===== config.mk =====
export PLATFORM = sky130hd
export DESIGN_NAME = cordic_iter_ctrl
export DESIGN_NICKNAME = d
export VERILOG_FILES = /design/src/rtl/cordic_iter_ctrl.sv
export SDC_FILE = /design/constraint.sdc
export NUM_CORES = 1
export LEC_CHECK = 0
export CAP_MARGIN = 5
export CORE_MARGIN = 1
export CORE_UTILIZATION = 45
export CTS_CLUSTER_DIAMETER = 150
export CTS_CLUSTER_SIZE = 10
export DETAILED_ROUTE_END_ITERATION = 7
export GPL_TIMING_DRIVEN = 1
export PLACE_DENSITY = 0.69
export SLEW_MARGIN = 5
export SYNTH_ARGS = -nofsm -noshare
export SYNTH_HDL_FRONTEND = slang
export SYNTH_SLANG_ARGS = --single-unit

===== constraint.sdc =====
create_clock -name clk -period 6 [get_ports clk]
set_input_delay 1.5 -clock clk [delete_from_list [all_inputs] [get_ports clk]]
set_output_delay 1.5 -clock clk [all_outputs]
set_load 0.005 [all_outputs]

===== src/rtl/cordic_iter_ctrl.sv =====
// Folded (iterative) CORDIC controller: a single shared add/shift stage is
// reused once per clock for ITERATIONS micro-rotations.
//
// Ports
//   clk, nreset                 clock (rising edge), async active-low reset
//   start_valid / start_ready   operand handshake; start_ready high in IDLE
//   mode                        0 = rotation, 1 = vectoring (sampled at accept)
//   x_in, y_in, z_in            signed operands
//   abort                       synchronous cancel while ITER or DONE
//   busy                        high while micro-rotations are running
//   iter_idx                    current micro-rotation index
//   done_valid / done_ready     result handshake; results held until taken
//   x_out, y_out, z_out         registered results (no gain compensation)
//
// Optional feature: define CORDIC_ITER_CTRL_QUAD_EN to enable quadrant
// pre-correction of the operands at accept (full-circle convergence).
module cordic_iter_ctrl #(
  parameter int unsigned CORDIC_WIDTH = 22,
  parameter int unsigned ANGLE_WIDTH  = 22,
  parameter int unsigned ITERATIONS   = 16
) (
  input  logic                                clk,
  input  logic                                nreset,
  input  logic                                start_valid,
  output logic                                start_ready,
  input  logic                                mode,
  input  logic signed [CORDIC_WIDTH-1:0]      x_in,
  input  logic signed [CORDIC_WIDTH-1:0]      y_in,
  input  logic signed [ANGLE_WIDTH-1:0]       z_in,
  input  logic                                abort,
  output logic                                busy,
  output logic [$clog2(ITERATIONS+1)-1:0]     iter_idx,
  output logic                                done_valid,
  input  logic                                done_ready,
  output logic signed [CORDIC_WIDTH-1:0]      x_out,
  output logic signed [CORDIC_WIDTH-1:0]      y_out,
  output logic signed [ANGLE_WIDTH-1:0]       z_out
);

  localparam int unsigned IW = $clog2(ITERATIONS + 1);
  // Working width of the elaboration-time arctangent computation.
  localparam int unsigned TW = 256;

  localparam logic [1:0] S_IDLE = 2'd0;
  localparam logic [1:0] S_ITER = 2'd1;
  localparam logic [1:0] S_DONE = 2'd2;

`ifdef CORDIC_ITER_CTRL_QUAD_EN
  localparam logic signed [ANGLE_WIDTH-1:0] HALF_PI = {2'b01, {(ANGLE_WIDTH-2){1'b0}}};
  localparam logic signed [ANGLE_WIDTH-1:0] PI_ANG  = {1'b1, {(ANGLE_WIDTH-1){1'b0}}};
`endif

  // round(atan(2^-i)/pi * 2^(ANGLE_WIDTH-1)), evaluated at elaboration with
  // 2^-96 fixed point Taylor series; index 0 uses pi/4 directly.
  function automatic logic [ANGLE_WIDTH-1:0] atan_entry(input int unsigned i);
    logic [TW-1:0] pi_s;
    logic [TW-1:0] sum;
    logic [TW-1:0] term;
    logic [TW-1:0] num;
    int unsigned   n;
    pi_s = TW'(100'h3_243F6A88_85A308D3_13198A2E);
    sum  = '0;
    term = '0;
    if (i == 0) begin
      sum = pi_s >> 2;
    end else begin
      for (int unsigned k = 0; k < 64; k++) begin
        n = 2 * k + 1;
        if (i * n <= 96) begin
          term = (TW'(1) << (96 - i * n)) / TW'(n);
          if (k % 2 == 1) sum = sum - term;
          else            sum = sum + term;
        end
      end
    end
    num = (sum << (ANGLE_WIDTH - 1)) + (pi_s >> 1);
    return ANGLE_WIDTH'(num / pi_s);
  endfunction

  // One extra entry so the table index width equals the iter_idx width.
  logic signed [ANGLE_WIDTH-1:0] atan_tab [ITERATIONS+1];

  for (genvar g = 0; g <= ITERATIONS; g++) begin : g_atan
    localparam logic [ANGLE_WIDTH-1:0] ATAN_G = atan_entry(g);
    assign atan_tab[g] = ATAN_G;
  end

  logic [1:0]                     state, state_n;
  logic                           mode_r, mode_n;
  logic [IW-1:0]                  idx_n;
  logic signed [CORDIC_WIDTH-1:0] x_r, y_r, x_n, y_n;
  logic signed [ANGLE_WIDTH-1:0]  z_r, z_n;
  logic signed [CORDIC_WIDTH-1:0] xo_n, yo_n;
  logic signed [ANGLE_WIDTH-1:0]  zo_n;
  logic signed [CORDIC_WIDTH-1:0] x_ld, y_ld;
  logic signed [ANGLE_WIDTH-1:0]  z_ld;
  logic signed [CORDIC_WIDTH-1:0] x_sh, y_sh;
  logic                           dir;

  // Operand load values (optionally mirrored into the right half-plane).
  always_comb begin
    x_ld = x_in;
    y_ld = y_in;
    z_ld = z_in;
`ifdef CORDIC_ITER_CTRL_QUAD_EN
    // Adding pi equals subtracting pi modulo 2^ANGLE_WIDTH, so one adder serves both modes.
    if (mode ? x_in[CORDIC_WIDTH-1] : ((z_in > HALF_PI) || (z_in < -HALF_PI))) begin
      x_ld = -x_in;
      y_ld = -y_in;
      z_ld = z_in + PI_ANG;
    end
`endif
  end

  // Shared micro-rotation stage.
  always_comb begin
    x_sh = x_r >>> iter_idx;
    y_sh = y_r >>> iter_idx;
    dir  = mode_r ? y_r[CORDIC_WIDTH-1] : ~z_r[ANGLE_WIDTH-1];
  end

  // Next-state and next-register values.
  always_comb begin
    state_n = state;
    mode_n  = mode_r;
    idx_n   = iter_idx;
    x_n     = x_r;
    y_n     = y_r;
    z_n     = z_r;
    xo_n    = x_out;
    yo_n    = y_out;
    zo_n    = z_out;
    case (state)
      S_IDLE: begin
        if (start_valid && start_ready) begin
          state_n = S_ITER;
          mode_n  = mode;
          idx_n   = '0;
          x_n     = x_ld;
          y_n     = y_ld;
          z_n     = z_ld;
        end
      end
      S_ITER: begin
        if (abort) begin
          state_n = S_IDLE;
          idx_n   = '0;
          x_n     = '0;
          y_n     = '0;
          z_n     = '0;
          xo_n    = '0;
          yo_n    = '0;
          zo_n    = '0;
        end else if (iter_idx == IW'(ITERATIONS)) begin
          // All micro-rotations done: publish results on the following edge.
          state_n = S_DONE;
          xo_n    = x_r;
          yo_n    = y_r;
          zo_n    = z_r;
        end else begin
          idx_n = iter_idx + IW'(1);
          if (dir) begin
            x_n = x_r - y_sh;
            y_n = y_r + x_sh;
            z_n = z_r - atan_tab[iter_idx];
          end else begin
            x_n = x_r + y_sh;
            y_n = y_r - x_sh;
            z_n = z_r + atan_tab[iter_idx];
          end
        end
      end
      S_DONE: begin
        // Abort wins over a simultaneous result handshake.
        if (abort) begin
          state_n = S_IDLE;
          idx_n   = '0;
          x_n     = '0;
          y_n     = '0;
          z_n     = '0;
          xo_n    = '0;
          yo_n    = '0;
          zo_n    = '0;
        end else if (done_ready) begin
          state_n = S_IDLE;
          idx_n   = '0;
        end
      end
      default: begin
        state_n = S_IDLE;
        idx_n   = '0;
      end
    endcase
  end

  // State, datapath and registered status outputs.
  always_ff @(posedge clk or negedge nreset) begin
    if (!nreset) begin
      state       <= S_IDLE;
      mode_r      <= 1'b0;
      iter_idx    <= '0;
      x_r         <= '0;
      y_r         <= '0;
      z_r         <= '0;
      x_out       <= '0;
      y_out       <= '0;
      z_out       <= '0;
      start_ready <= 1'b0;
      busy        <= 1'b0;
      done_valid  <= 1'b0;
    end else begin
      state       <= state_n;
      mode_r      <= mode_n;
      iter_idx    <= idx_n;
      x_r         <= x_n;
      y_r         <= y_n;
      z_r         <= z_n;
      x_out       <= xo_n;
      y_out       <= yo_n;
      z_out       <= zo_n;
      start_ready <= (state_n == S_IDLE);
      busy        <= (state_n == S_ITER);
      done_valid  <= (state_n == S_DONE);
    end
  end

endmodule


==> impl_results.md, run 1 <==
* Antenna viol nets, final at 0
* WL per Instance at about 20 um
* Status: completed
* Setup TNS at 0 ns
* Share of the synthesized area in the top cell type at 0.267
* Skew-Pair Late Insertion Delay at 0.44 ns
* Critical Path RT at 6.30 ns
* DRC viols at 0
* CTS tree: done
* Total Routed Length at 43,500 um
* Clock skew at 0.0135 ns
* Placer Congestion at 0.969
* Port bufs at 145
* Hold Startpoint: z_out[14]$_DFFE_PN0P_
* Final worst-path cycle share at 0.946
* Ys Warns at 0
* Synth Instances at 1,631
* Core area at 0.0290 mm2
* Bufs and invs on worst path at 2
* MaxCap Viol Count at 0
* Synthesized area at 0.0134 mm2
* RSZ-0062 raised after global routing: false
* Area grow syn2layout at 20.7%
* Starting Density at 0.462
* Clk buf depth at 2
* Via count at 12,900
* Initial drt markers at 973
* Number of synthesized flops with an enable pin at 0
* Commonest non-fill, non-tap cell in the layout: nand2_1
* Yosys reg bits at 143
* Total GRT Usage at 0.289
* Fillers at 2,688
* Ant diodes at 0
* Layout cells sized above 1 at 0.110
* GRT Residual Overflow at 0
* Element type at the critical path start: flop
* Crit-path max cell delay at ~0.70 ns
* Worst Hold Class: flop to flop
* Beginning of the critical path: iter_idx[0]$_DFFE_PN0P_
* Relative slew slack at 0.243
* CP max stage cell: a2111oi_0
* Drt pass-1 iters at 6
* Max Fanout on Critical Path at 14
* Seq/Total Area, Yosys at 0.267
* FFs w/ async S/R, synth at 1.00
* Die area at 0.0305 mm2
* Slew Limit Fails at 0
* Dpl hpwl at 32,700 um
* Final setup viols at 0
* Synth cell types at 84
* Critical Path, Cell by Cell: buf_4 > mux2i_1 > nor3_1 > a2111oi_0 > buf_4 > o2bb2ai_1 > nor3_1 > nand2_1 > nand2_1 > xnor2_1 > ha_1 > a2111oi_0 > a22oi_1 > a221o_1 > a41oi_1 > a31oi_1 > a221o_1 > a31oi_1 > xnor2_1 > o21ai_1
* Crit path DAT at 5.98 ns
* First-pass GRT wire length at 69,600 um
* Clk slew on worst S/H paths at ~0.070 ns
* Initial antenna violation count at 0
* Num CTS Buffers at 17
* CTS Sinks at between 100 and 150
* Top cells by area, synth: dfrtp_1 27%, nand2_1 8.1%, ha_1 7.7%, mux4_2 7.1%, o21ai_0 6.9%
* Final Net Count at 1,924
* # rows at 62
* Largest net degree at the start of global routing at roughly 130
* Synth area leader: dfrtp_1
* Tmin final at about 5.7 ns
* Root buffer cell: clkbuf_16
* Synth Flop Type: dfrtp_1
* Actual slew at the worst max-slew pin at 1.14 ns
* Die Wd at 175 um
* Fmax at 0.176 GHz
* CP delay by family, top: compound AO/OA/AOI/OAI gates
* Reg-to-reg slack, setup at 0.32 ns
* DR vias/cell at 5.95
* Average size of a mapped cell at 8.22 um2
* Vias in the first global route at 12,300
* FF-to-FF Start: iter_idx[0]$_DFFE_PN0P_
* Die height at 175 um
* Crit end category: flop
* Final Hold Vio Count at 0
* Highest-count cells in the layout ignoring fill and taps: 291 x nand2_1, 185 x o21ai_0, 144 x clkdlybuf4s50_1
* H-tree levels at 4
* Post-Syn Nets at 1,788
* Ports at 146
* CP Class: flop to flop
-- cells by family (layout without fill, tap and decap cells) --
logic type	count (synthesis)	in the layout	synth area share
adder cells (fa/ha/maj)	85	85	0.0810
AO/OA/AOI/OAI	521	521	0.245
multiplexers	98	98	0.114
buffers and inverters	149	297	0.0472
XOR/XNOR	101	101	0.0660
flip-flops	143	143	0.267
AND/OR/NAND/NOR	534	534	0.180
-- final timing paths --
check / end / cells after the start
min in group asynchronous: z_out[12]$_DFFE_PN0P_ / 1
setup reg to reg: y_r[21]$_DFFE_PN0P_ / 20
hold / removal: z_out[14]$_DFFE_PN0P_ / 2
hold reg to reg: z_out[14]$_DFFE_PN0P_ / 2
max in group asynchronous: x_r[0]$_DFFE_PN0P_ / 2
setup / recovery: y_r[21]$_DFFE_PN0P_ / 20
-- registers in the layout, summed over array words and instances (netlist names) --
signal and flops:
z_r 22, y_out 22, y_r 22, start_ready 1, iter_idx 5, state 2
mode_r 1, z_out 22, busy 1, done_valid 1, x_out 22, x_r 22
-- synth_stat cells (all sizes together), types with 18 or more instances --
master / number
nand2: 291
o21ai: 195
dfrtp: 143
a21oi: 101
ha: 82
nor2: 81
clkbuf: 77
xor2: 51
xnor2: 50
inv: 42
mux4: 42
a22oi: 41
mux2i: 38
nor3: 33
buf: 29
a21o: 27
nand2b: 24
nand3: 22
a31oi: 18
mux2: 18
-- layout make-up --
class | count | area (um2) | area share
Multi-Input combinational cell | 1339 | 9250 | 0.572
Sequential cell | 143 | 3590 | 0.222
Timing Repair Buffer | 223 | 2060 | 0.127
Clock buffer | 23 | 488 | 0.0302
Tap cell | 384 | 480 | 0.0297
Inverter | 43 | 161 | 0.00997
Clock inverter | 8 | 153 | 0.00943
-- worst register-to-register path: stages (launching register included) --
cell and delay [ns]:
dfrtp_4 0.55, buf_4 0.21, mux2i_1 0.34, nor3_1 0.08, a2111oi_0 0.70, buf_4 0.22, o2bb2ai_1 0.11, nor3_1 0.36
nand2_1 0.16, nand2_1 0.11, xnor2_1 0.11, ha_1 0.29, a2111oi_0 0.37, a22oi_1 0.22, a221o_1 0.39, a41oi_1 0.30
a31oi_1 0.18, a221o_1 0.38, a31oi_1 0.23, xnor2_1 0.15, o21ai_1 0.08
-- metrics by stage --
step                      hold WS, ns   util  setup WS, ns  std cells  cell area [um2]
after floorplan                 0.471      -         0.706       1631            13400
after detailed placement        0.469  0.534         0.194       2125            15500
after CTS                       0.483  0.556         0.166       2156            16100
after global routing            0.496  0.558        0.0170       2163            16200
after global placement          0.460  0.534         0.289       2125            15500
final                           0.475  0.558         0.322       2163            16200
-- per-layer routing --
metal  GRT usage  wire length (um)  up-vias
li1            -                 -     6198
met1       0.392             19900     6154
met2       0.472             20000      451
met3      0.0468              2380       64
met4      0.0877              1140        0
met5           0                 0        -
-- repair_timing --
action,in CTS,in global routing
gates resized for setup,0,2
setup buffers,0,7
hold buffers,0,0
endpoints found under the setup margin,0,9
Power of run 1 is left out: the tool's default activity adds up to more than one toggle a clock period on the data nets, which glitch-free logic cannot reach.
==> run 2: changes to the inputs <==
Settings changed: DONT_BUFFER_PORTS set to 1, PLACE_DENSITY 0.69 to 0.63.
==> run 2 against run 1 <==
Net effect: flip-flop and latch count unchanged; critical path depth is 2 higher; first-iteration DRC count is 0.62% lower; worst hold slack improved by 0.025 ns; wire length up 0.11%; non-clock buffer count down 149; cell area decreased by 9.3%; global-route usage up 0.091 points; worst setup slack gained 0.091 ns; sequential share of layout area grew 2.3 points; final cell count shrank 6.9%.
==> impl_results.md, run 2 (synthesis gave the netlist of run 1 again) <==
* First-pass GRT wire length at 68,700 um
* Worst Hold Class: flop to flop
* Critical Path RT at 6.32 ns
* Clk slew on worst S/H paths at 0.07 ns
* Final Hold Vio Count at 0
* Initial drt markers at 967
* Highest-count cells in the layout ignoring fill and taps: 291 x nand2_1, 185 x o21ai_0, 140 x dfrtp_1
* Final setup viols at 0
* Ports at 146
* Beginning of the critical path: iter_idx[0]$_DFFE_PN0P_
* DP Worst Slack at 0.391 ns
* Element type at the critical path start: flop
* Max Fanout on Critical Path at 10
* CTS Sinks at between 100 and 150
* Slew Limit Fails at 0
* Vias in the first global route at 11,900
* Total Routed Length at 43,500 um
* FF-to-FF End: y_r[21]$_DFFE_PN0P_
* Num CTS Buffers at 17
* Ant diodes at 0
* Worst Hold Depth at 2
* Die height at 175 um
* DR vias/cell at around 6.1
* R2R depth at 22
* Skew-Pair Late Insertion Delay at approximately 0.45 ns
* Hold Buf Count CTS at 0
* Initial antenna violation count at 0
* DRC viols at 0
* Clk buf depth at 2
* WL per Instance at 21.6 um
* Port bufs at 0
* Placer Congestion at 0.942
* Via count at 12,400
* DP Cell Count at about 2,000
* Drt pass-1 iters at 5
* Core area at 0.0290 mm2
* Slack of the critical path at 0.414 ns
* # rows at 62
* Root buffer cell: clkbuf_16
* Sink of the worst hold path: x_out[14]$_DFFE_PN0P_
* Cell Area, Placed at 0.0140 mm2
* Crit path DAT at 5.90 ns
* Final Net Count at ~1,800
* Area grow syn2layout at 9.42%
* Clock skew at approximately 0.016 ns
* Die Wd at 175 um
* GRT Residual Overflow at 0
* Relative slew slack at 0.472
* RSZ-0062 raised after global routing: false
* Antenna viol nets, final at 0
* H-tree levels at 4
* Post-route cell area at 0.0147 mm2
* Actual slew at the worst max-slew pin at 0.791 ns
* Non-filler cells, final at 2,014
* Total GRT Usage at 0.290
* Layout cells sized above 1 at 0.118
* Fillers at 2,796
* Largest net degree at the start of global routing at about 140
* Commonest non-fill, non-tap cell in the layout: nand2_1
* FF-to-FF Start: iter_idx[0]$_DFFE_PN0P_
* Crit end category: flop
* Hold Startpoint: x_out[14]$_DFFE_PN0P_
* Final worst-path cycle share at 0.931
* Die area at just over 0.03 mm2
* Status: completed
* Reg-to-reg slack, setup at 0.41 ns
* Fmax at 0.179 GHz
* Setup TNS at 0 ns
* Starting Density at 0.462
* Dpl hpwl at 32,300 um
* MaxCap Viol Count at 0
* CP Class: flop to flop
* Tmin final at 5.59 ns
* CTS tree: done
[run 2: cell types whose count changed in the layout (fill, tap and decap cells not counted), moves of 2 or more]
cell,previous run,this run
buf_12,1,4
buf_4,76,70
clkbuf_1,2,0
clkbuf_8,4,0
clkdlybuf4s50_1,144,0
clkinv_2,0,4
clkinvlp_4,2,4
[run 2: final cells by class]
type / count / area [um2] / share of cell area
multi-input combinational: 1339 / 9250 / 0.630
sequential: 143 / 3590 / 0.244
timing repair buffer: 74 / 606 / 0.0413
tap: 384 / 480 / 0.0327
clock buffer: 17 / 425 / 0.0290
clock inverter: 14 / 166 / 0.0113
inverter: 43 / 161 / 0.0110
[run 2: metal layers]
| layer | vias up | track usage | share of wire |
|---|---|---|---|
| li1 | 5918 | - | - |
| met1 | 5923 | 0.393 | 0.45 |
| met2 | 451 | 0.463 | 0.46 |
| met3 | 60 | 0.0516 | 0.061 |
| met4 | 0 | 0.101 | 0.031 |
| met5 | - | 0 | 0 |
[run 2: stage by stage]
step,hold WS [ns],util
2_1_floorplan,0.471,-
3_3_place_gp,0.486,0.484
3_5_place_dp,0.495,0.484
4_1_cts,0.509,0.504
5_1_grt,0.530,0.506
6_report,0.500,0.506
[run 2: repair_timing]
item,in CTS,in global routing
setup endpoints to repair,0,2
gates resized for setup,0,1
setup buffers,0,4
[run 2: worst max-delay path by stage]
stage                     cells past startpoint  slack [ns]                  end
after floorplan                              26        0.71  z_r[20]$_DFFE_PN0P_
after global placement                       20        0.48  y_r[20]$_DFFE_PN0P_
after detailed placement                     21        0.39  x_r[21]$_DFFE_PN0P_
after CTS                                    21        0.33  x_r[21]$_DFFE_PN0P_
after global routing                         25        0.01  x_r[21]$_DFFE_PN0P_
final                                        22        0.41  y_r[21]$_DFFE_PN0P_
[run 2: worst max-delay path, stage by stage (launching register included)]
cell	delay, ns
dfrtp_4	0.52
buf_12	0.16
mux4_2	0.49
mux2_2	0.34
o21ai_0	0.23
o211ai_1	0.15
inv_1	0.08
ha_1	0.17
inv_1	0.05
nor3_1	0.31
nand2_1	0.14
nand2_1	0.11
xnor2_1	0.12
ha_1	0.29
a2111oi_0	0.41
a22oi_1	0.21
a221o_1	0.39
a41oi_1	0.31
a31oi_1	0.17
a221o_1	0.37
a31oi_1	0.20
xnor2_1	0.14
o21ai_1	0.08
Power of run 2 is left out for the same reason.
